### src/rtl/imem_boot_loader_pkg.sv
// Shared types and default sizes for the instruction-memory boot loader.
// Contents: loader state enum and the default DATA_W / ADDR_W / DEPTH values.
package imem_boot_loader_pkg;

    localparam int unsigned DEF_DATA_W = 16;
    localparam int unsigned DEF_ADDR_W = 8;
    localparam int unsigned DEF_DEPTH  = 256;

    // Loader states; CHECK is only reachable with IMEM_LOADER_CHECKSUM_EN.
    typedef enum logic [2:0] {
        ST_IDLE  = 3'd0,
        ST_LOAD  = 3'd1,
        ST_FLUSH = 3'd2,
        ST_CHECK = 3'd3,
        ST_RUN   = 3'd4,
        ST_ERROR = 3'd5
    } state_t;

endpackage

### src/rtl/imem_load_counter.sv
// Write-address counter for the boot loader.
// Holds the latched load length and the running word count (ADDR_W+1 bits so
// a full DEPTH-word image never wraps), and flags when the current count is
// the final word of the image.
// Ports:
//   clk, rst    clock, synchronous active-high reset
//   clr         return count to zero (length is kept)
//   inc         advance count by one
//   len_ld/len  latch a new load length
//   addr        low ADDR_W bits of the registered count
//   is_last_c   combinational: count == latched length - 1
module imem_load_counter
    import imem_boot_loader_pkg::*;
#(
    parameter int unsigned ADDR_W = DEF_ADDR_W
) (
    input  logic              clk,
    input  logic              rst,
    input  logic              clr,
    input  logic              inc,
    input  logic              len_ld,
    input  logic [ADDR_W:0]   len,
    output logic [ADDR_W-1:0] addr,
    output logic              is_last_c
);

    logic [ADDR_W:0] count_q;
    logic [ADDR_W:0] len_q;

    // Count and length registers; clear has priority over increment.
    always_ff @(posedge clk) begin
        if (rst) begin
            count_q <= '0;
            len_q   <= '0;
        end else begin
            if (len_ld) begin
                len_q <= len;
            end
            if (clr) begin
                count_q <= '0;
            end else if (inc) begin
                count_q <= count_q + (ADDR_W+1)'(1);
            end
        end
    end

    assign addr      = count_q[ADDR_W-1:0];
    assign is_last_c = (count_q == (len_q - (ADDR_W+1)'(1)));

endmodule

### src/rtl/imem_boot_loader.sv
// Instruction-memory boot loader.
// Streams DATA_W-bit words from a valid/ready source into instruction memory
// at addresses 0..load_len-1 while holding the core in reset, then releases
// core_rst. A reload request from RUN or ERROR returns to IDLE without a
// global reset.
// Optional build macro: IMEM_LOADER_CHECKSUM_EN adds a trailing checksum word
// (16-bit wrap-around sum of the image), checked in a CHECK state.
// Ports:
//   clk, proc_rst         clock, synchronous active-high system reset
//   start, load_len       begin a load of load_len words (IDLE only)
//   reload                return to IDLE (RUN / ERROR only)
//   in_valid, in_data     stream word in; in_ready is the registered accept
//   imem_we/addr/wdata    instruction-memory write port
//   core_rst              processor reset, high until the image is loaded
//   busy, done, error     status: loading, running, rejected/bad image
module imem_boot_loader
    import imem_boot_loader_pkg::*;
#(
    parameter int unsigned DATA_W = DEF_DATA_W,
    parameter int unsigned ADDR_W = DEF_ADDR_W,
    parameter int unsigned DEPTH  = DEF_DEPTH
) (
    input  logic              clk,
    input  logic              proc_rst,
    input  logic              start,
    input  logic [ADDR_W:0]   load_len,
    input  logic              reload,
    input  logic              in_valid,
    input  logic [DATA_W-1:0] in_data,
    output logic              in_ready,
    output logic              imem_we,
    output logic [ADDR_W-1:0] imem_addr,
    output logic [DATA_W-1:0] imem_wdata,
    output logic              core_rst,
    output logic              busy,
    output logic              done,
    output logic              error
);

    state_t            state;
    logic              take_c;
    logic              len_bad_c;
    logic              cnt_clr_c;
    logic              cnt_inc_c;
    logic              cnt_ld_c;
    logic              is_last_c;
    logic [ADDR_W-1:0] cnt_addr;

    // in_ready is a registered, state-derived flag, so a handshake never
    // depends combinationally on in_valid.
    assign take_c    = in_valid & in_ready;
    assign len_bad_c = (load_len == '0) || (load_len > (ADDR_W+1)'(DEPTH));

    // Counter sits at zero throughout IDLE and is cleared on the reload edge.
    assign cnt_clr_c = (state == ST_IDLE) ||
                       (((state == ST_RUN) || (state == ST_ERROR)) && reload);
    assign cnt_inc_c = (state == ST_LOAD) && take_c;
    assign cnt_ld_c  = (state == ST_IDLE) && start;

    imem_load_counter #(
        .ADDR_W (ADDR_W)
    ) u_counter (
        .clk       (clk),
        .rst       (proc_rst),
        .clr       (cnt_clr_c),
        .inc       (cnt_inc_c),
        .len_ld    (cnt_ld_c),
        .len       (load_len),
        .addr      (cnt_addr),
        .is_last_c (is_last_c)
    );

`ifdef IMEM_LOADER_CHECKSUM_EN
    logic [DATA_W-1:0] sum_q;

    // Wrap-around sum of image words, restarted every time we pass IDLE.
    always_ff @(posedge clk) begin
        if (proc_rst || (state == ST_IDLE)) begin
            sum_q <= '0;
        end else if ((state == ST_LOAD) && take_c) begin
            sum_q <= sum_q + in_data;
        end
    end
`endif

    // Loader FSM; every output is set on the edge that enters its state.
    always_ff @(posedge clk) begin
        if (proc_rst) begin
            state      <= ST_IDLE;
            core_rst   <= 1'b1;
            in_ready   <= 1'b0;
            imem_we    <= 1'b0;
            imem_addr  <= '0;
            imem_wdata <= '0;
            busy       <= 1'b0;
            done       <= 1'b0;
            error      <= 1'b0;
        end else begin
            imem_we <= 1'b0;
            unique case (state)
                ST_IDLE: begin
                    if (start) begin
                        if (len_bad_c) begin
                            state <= ST_ERROR;
                            error <= 1'b1;
                        end else begin
                            state    <= ST_LOAD;
                            in_ready <= 1'b1;
                            busy     <= 1'b1;
                        end
                    end
                end

                ST_LOAD: begin
                    if (take_c) begin
                        imem_we    <= 1'b1;
                        imem_addr  <= cnt_addr;
                        imem_wdata <= in_data;
                        if (is_last_c) begin
                            state    <= ST_FLUSH;
                            in_ready <= 1'b0;
                        end
                    end
                end

                // Final write is on the bus this cycle.
                ST_FLUSH: begin
`ifdef IMEM_LOADER_CHECKSUM_EN
                    state    <= ST_CHECK;
                    in_ready <= 1'b1;
`else
                    state    <= ST_RUN;
                    busy     <= 1'b0;
                    done     <= 1'b1;
                    core_rst <= 1'b0;
`endif
                end

`ifdef IMEM_LOADER_CHECKSUM_EN
                // Trailer word is compared, never written to memory.
                ST_CHECK: begin
                    if (take_c) begin
                        in_ready <= 1'b0;
                        busy     <= 1'b0;
                        if (in_data == sum_q) begin
                            state    <= ST_RUN;
                            done     <= 1'b1;
                            core_rst <= 1'b0;
                        end else begin
                            state <= ST_ERROR;
                            error <= 1'b1;
                        end
                    end
                end
`endif

                ST_RUN: begin
                    if (reload) begin
                        state    <= ST_IDLE;
                        core_rst <= 1'b1;
                        done     <= 1'b0;
                    end
                end

                ST_ERROR: begin
                    if (reload) begin
                        state <= ST_IDLE;
                        error <= 1'b0;
                    end
                end

                default: begin
                    state    <= ST_IDLE;
                    core_rst <= 1'b1;
                    in_ready <= 1'b0;
                    busy     <= 1'b0;
                    done     <= 1'b0;
                    error    <= 1'b0;
                end
            endcase
        end
    end

endmodule

### config.mk
export PLATFORM = sky130hd
export DESIGN_NAME = imem_boot_loader
export DESIGN_NICKNAME = d
export VERILOG_FILES = /design/src/rtl/imem_boot_loader_pkg.sv /design/src/rtl/imem_load_counter.sv /design/src/rtl/imem_boot_loader.sv
export SDC_FILE = /design/constraint.sdc
export NUM_CORES = 1
export LEC_CHECK = 0
export CAP_MARGIN = 20
export CORE_UTILIZATION = 30
export DETAILED_ROUTE_END_ITERATION = 16
export SLEW_MARGIN = 15
export SYNTH_ARGS = -nofsm -noshare
export SYNTH_HDL_FRONTEND = slang
export SYNTH_SLANG_ARGS = --single-unit
### constraint.sdc
create_clock -name clk -period 2.66 [get_ports clk]
set_input_delay 0.532 -clock clk [delete_from_list [all_inputs] [get_ports clk]]
set_output_delay 0.532 -clock clk [all_outputs]
set_load 0.01 [all_outputs]
== Yosys cells after proc, flatten, opt, wreduce, memory -nomap -nowiden ==
Cells that the tools add are included.
Word-level totals
  register bits: 51
  latch bits: 0
  RAM bits: 0
  memory bits (read-only): 0
  output and inout port bits: 30
  word-level logic and storage cells: 74
  memories: 0
Cells by class
  add/subtract/negate cells: 2
  multiply operators: 0
  divide/modulo/power cells: 0
  $lt $le $gt $ge: 1
  equal/unequal tests: 13
  shifts and indexed selects: 0
  mux-type cells: 20
  bitwise logic cells: 6
  reductions and logical operators: 21
Operators with widths (number)
  3-bit 2-to-1 mux: 5
  2-bit inequality test, second input constant: 7
  1-bit one-hot mux with 3 select lines: 4
  3-bit one-hot mux with 4 select lines: 1
  3-bit OR reduction: 4
  9-bit by 1-bit adder with 9-bit output, second input constant: 1
  9-bit == test: 1
  9-bit > comparator, second input constant: 1
  9-bit zero test: 1
  1-bit 2-to-1 mux: 9
  9-bit by 1-bit subtractor with 9-bit output, second input constant: 1
  4-bit AND reduction: 2
  3-bit == test, second input constant: 2
  2-bit OR reduction: 3
  1-bit inverter: 5
  5-bit AND reduction: 1
  2-bit AND reduction: 2
  3-bit by 1-bit == test with 1-bit output, second input constant: 1
  3-bit by 2-bit == test with 1-bit output, second input constant: 1
  1-bit logical AND: 3
  3-bit zero test: 1
  1-bit logical OR: 3
  3-bit AND reduction: 1
  2-bit by 1-bit inequality test with 1-bit output, second input constant: 1
  2 further kinds: 2

== Logic depth before layout (Yosys ltp) ==
  depth in word-level cells: 5
  mapped depth: 9
  mapped depth without buffers: 9

== Hierarchy ==
Synthesis repeated with hierarchy kept, for this count alone.
Second synthesis, totals
  cells, all modules: 273
  area total of the unflattened synthesis: 2283.4 um2
By module, submodules not included
  imem_boot_loader: instances 1, cells each 155, area each 1253.7 um2, seq. area each 660.6 um2
  imem_load_counter: instances 1, cells each 118, area each 1029.7 um2, seq. area each 360.3 um2

== Least setup slack after synthesis ==
OpenSTA, ideal clock, no wires.
  path kind: reg2reg
  start point: register u_counter.len_q[0]
  end point: register in_ready
  arrival: 2.067 ns
  path slack: 0.523 ns
  stages on the path, launching flop included: 10
  path buffers: 0
  period minus slack after synthesis: 2.137 ns
  cells stage by stage: dfxtp_1 > inv_1 > ha_1 > or4b_4 > nor3b_2 > a211o_1 > a31oi_4 > a2111oi_4 > nand4_1 > a21oi_1
On the way
  word-level cells in the longest chain between the ends: 4
RTL lines
  start: declaration: RTL line imem_load_counter.sv:28  | logic [ADDR_W:0] len_q;
  start signal: assignment: RTL line imem_load_counter.sv:37  | len_q <= len;
  9-bit by 1-bit subtractor with 9-bit output: RTL line imem_load_counter.sv:48  | assign is_last_c = (count_q == (len_q - (ADDR_W+1)'(1)));
  9-bit == test: RTL line imem_load_counter.sv:48
  2-bit inequality test (no source line)
  5-bit AND reduction (no source line)
  end signal: assignment: RTL line imem_boot_loader.sv:91  | in_ready <= 1'b0;
  end signal: assignment: RTL line imem_boot_loader.sv:108  | in_ready <= 1'b1;
  end signal: assignment: RTL line imem_boot_loader.sv:121  | in_ready <= 1'b0;
  end: declaration: RTL line imem_boot_loader.sv:30  | output logic in_ready,
Every way passes these cells.
A chain may end at the register's enable or synchronous reset.

== Final worst setup path ==
  start point: register u_counter.len_q[0]
  end point: register state[0]
On the way
  word-level cells in the longest chain between the ends: 4
RTL lines
  9-bit by 1-bit subtractor with 9-bit output: RTL line imem_load_counter.sv:48
  9-bit == test: RTL line imem_load_counter.sv:48
  2-bit inequality test (no source line)
  4-bit AND reduction (no source line)
  end signal: assignment: RTL line imem_boot_loader.sv:89  | state <= ST_IDLE;
  end signal: assignment: RTL line imem_boot_loader.sv:104  | state <= ST_ERROR;
  end signal: assignment: RTL line imem_boot_loader.sv:107  | state <= ST_LOAD;
  end: declaration: RTL line imem_boot_loader.sv:40  | state_t state;
Every way passes these cells.

==> qor.tcl <==
set qor(crit_path_buf_inv_count) 1
set qor(cp_top_family) {compound AO/OA/AOI/OAI gates}
set qor(power.ir.vdd_worst_uv) 236
set qor(drt_iter0_drc) 124
set qor(critPathCaptureType) {register}
set qor(io_pins) 60
set qor(avgViaCountPerCell) 4.71
set qor(initial_utilization_pct) 31.3
set qor(timing.critical_path.from_type) {register}
set qor(critical_path_peak_fanout) 4
set qor(rows) 31
set qor(place_congestion) 0.779
set qor(number_of_optimization_iterations_in_the_first_detailed_route_pass) 4
set qor(outcome) {complete, no violations}
set qor(hp-class) {reg2reg}
set qor(most-common-layout-cells) {nand2_1, clkdlybuf4s50_1, dfxtp_1}
set qor(die_y_extent_um) 89.2
set qor(area_added_between_synthesis_and_finish_pct) 35.5
set qor(cts_hold_repair.buffers) 0
set qor(post-route-cell-area_mm2) 0.00309
set qor(cts.repair_timing.setup_buffer_count) 0
set qor(synthesis.nets) 316
set qor(route.antenna.remaining_nets) 0
set qor(tritoncts) {done}
set qor(rsz0062_at_grt) {false}
set qor(synth_largest_area_cell) {dfxtp_1}
set qor(post-route-min-period_ns) 2.40
set qor(clock_path_buffers) 2
set qor(achievable-frequency_ghz) 0.417
set qor(p_comb_share_pct) 18.4
set qor(timing.final.crit_share_pct) 90.2
set qor(critical-path-max-stage-delay_ns) 0.49
set qor(cts_bufs_inserted) 5
set qor(detailedPlacementHpwl_um) 3720
set qor(timing.hold.ws_ns) 0.458
set qor(antenna_found_initial) 0
set qor(synth_seq_area_share_pct) 44.7
set qor(pin_count_of_the_biggest_net_entering_global_routing) 29
set qor(sw_frac_of_total_pct) 25.9
set qor(dp_cells) 428
set qor(timing.critical_path.slowest_stage_cell) {or4b_4}
set qor(ys_ff_latch) 51
set qor(tritoncts_num_sinks) 51
set qor(routed_wl_um) 5230
set qor(grt_usage_pct) 13.6
set qor(worst-slew-pin-transition_ns) 0.739
set qor(wire_length_of_the_first_global_routing_pass_um) 8560
set qor(cp_data_required_time_ns) 2.87
set qor(finalSetupTns_ns) 0
set qor(slew-limit-headroom_pct) 50.6
set qor(fin_skew_ns) 0.00585
set qor(hold_viol_final) 0
set qor(pwr_density_cell_mw_per_mm2) 582
set qor(p_clk_share_pct) 35.2
set qor(critical_path.cell_chain) {inv_1 > ha_1 > or4b_4 > o21ba_1 > a211o_1 > a31oi_4 > a2111oi_4 > a311oi_1}
set qor(netlist_instances) 284
set qor(nets) 368
set qor(cts_htree_levels) 2
set qor(switchingPower_uw) 466
set qor(die_w_um) 89.2
set qor(synthArstFlopShare_pct) 0
set qor(dominantRegCellSynth) {dfxtp_1}
set qor(grt_overflow) 0
set qor(first_global_vias) 1866
set qor(cell_internal_pwr_mw) 1.33
set qor(placed_cell_area_mm2) 0.00296
set qor(total_leakage_power_nw) 1.04
set qor(post_drt_wl_per_cell_um) 12.0
set qor(yosys-top-cells-area) {dfxtp_1, nand2_1, a21oi_1}
set qor(post_route_cells_drive_above_1_share_pct) 6.23
set qor(crit_arrival_ns) 2.61
set qor(clk_latency_ns) 0.30
set qor(synth_top_cell_area_share_pct) 44.7
set qor(placement.io_buffers) 59
set qor(yosys_warnings) 0
set qor(floorplan.core_area_mm2) 0.00729
set qor(synth_edf_count) 0
set qor(drv_slew) 0
set qor(sequentialPowerShare_pct) 46.4
set qor(detailroute.via_count) 2055
set qor(postSynthAreaPerCell_um2) 8.04
set qor(setup_viol) 0
set qor(synth_cell_type_count) 41
set qor(clock_tree.root_cell) {clkbuf_8}
set qor(post_synth_instance_area_mm2) 0.00228
set qor(die_area_mm2) 0.00796
set qor(clkSlewWorstSetupHoldPaths_ns) 0.09
set qor(post-route-drc-count) 0
set qor(antenna_cells_inserted) 0
set qor(leading_cell_type_in_the_layout_fill_and_taps_excluded) {nand2_1}
set qor(cts_resized) 0
set qor(max_cap_violations) 0
set qor(instances_no_fill) 436
set qor(crit_type) {reg2reg}
through the flow:
stage	utilization (%)	setup WS (ns)	power [mW]
detailed placement	40.6	0.103	1.18
CTS	42.4	0.282	1.82
global route	42.4	0.145	1.88
floorplan	-	0.523	1.07
finish	42.4	0.262	1.80
global placement	40.6	0.158	1.18
metal layers:
metal	global-route usage, %	up-vias	part of all wire, %
li1	-	1073	-
met1	18.7	936	47
met2	21.0	40	47
met3	2.95	6	5.4
met4	4.76	0	0.61
met5	0	-	0
worst reg2reg max path: cells and delay by family, from the launching register on:
family                   cells  cell delay (ns)
AO/OA/AOI/OAI                5             1.15
buffers and inverters        1             0.08
AND/OR/NAND/NOR              1             0.49
adder cells (fa/ha/maj)      1             0.21
flip-flops                   1             0.37
cells in the mapped netlist, types with 2 or more instances:
master    number
clkbuf_1      14
o21ai_1        2
ha_1           2
buf_2          3
a31oi_1        2
or3_1          6
a311oi_1       2
nor3_1         4
inv_1          6
nor3_2         2
a21oi_1       43
and2_1         2
a21o_1         2
a221o_1        2
dfxtp_1       51
xor2_1         6
a211oi_1       2
xnor2_1        7
a211o_1        3
nor4_1         3
nand2_1       79
nand3_1        4
nand4_1        4
o21ai_0        5
nor2_1        12
registers in the layout (all words and copies together), names as in the netlist:
signal / cells
u_counter.len_q: 9
imem_we: 1
done: 1
imem_wdata: 16
error: 1
in_ready: 1
busy: 1
core_rst: 1
state: 3
imem_addr: 8
u_counter.count_q: 9
final timing paths:
kind	from	end	slack, ns	cells past startpoint
setup / recovery	u_counter.len_q[0]	state[0]	0.26	8
hold / removal	imem_addr[6]	imem_addr[6]	0.46	2
setup reg to reg	u_counter.len_q[0]	state[0]	0.26	8
hold reg to reg	imem_addr[6]	imem_addr[6]	0.46	2
kinds of logic (layout without fill, tap and decap cells):
family,count (synthesis),in the layout,share of synthesized area (%)
AO/OA/AOI/OAI,70,70,19.6
flip-flops,51,51,44.7
AND/OR/NAND/NOR,121,121,23.7
multiplexers,1,1,0.438
adder cells (fa/ha/maj),2,2,1.10
XOR/XNOR,14,14,6.19
buffers and inverters,25,78,4.27
power by group through the flow:
stage	sequential, mW	clock [mW]	combinational [mW]
2_1_floorplan	0.839	0	0.229
3_3_place_gp	0.853	0	0.328
3_5_place_dp	0.853	0	0.332
4_1_cts	0.836	0.651	0.334
5_1_grt	0.841	0.672	0.366
6_report	0.836	0.633	0.331
cell type report:
cell class	instances	area [um2]
fill	761	4200
multi-input combinational	208	1170
sequential	51	1020
timing repair buffer	63	621
tap	99	124
clock buffer	6	72.6
clock inverter	2	60.1
inverter	7	26.3
Note: power is estimated with default switching activity, not from simulation.
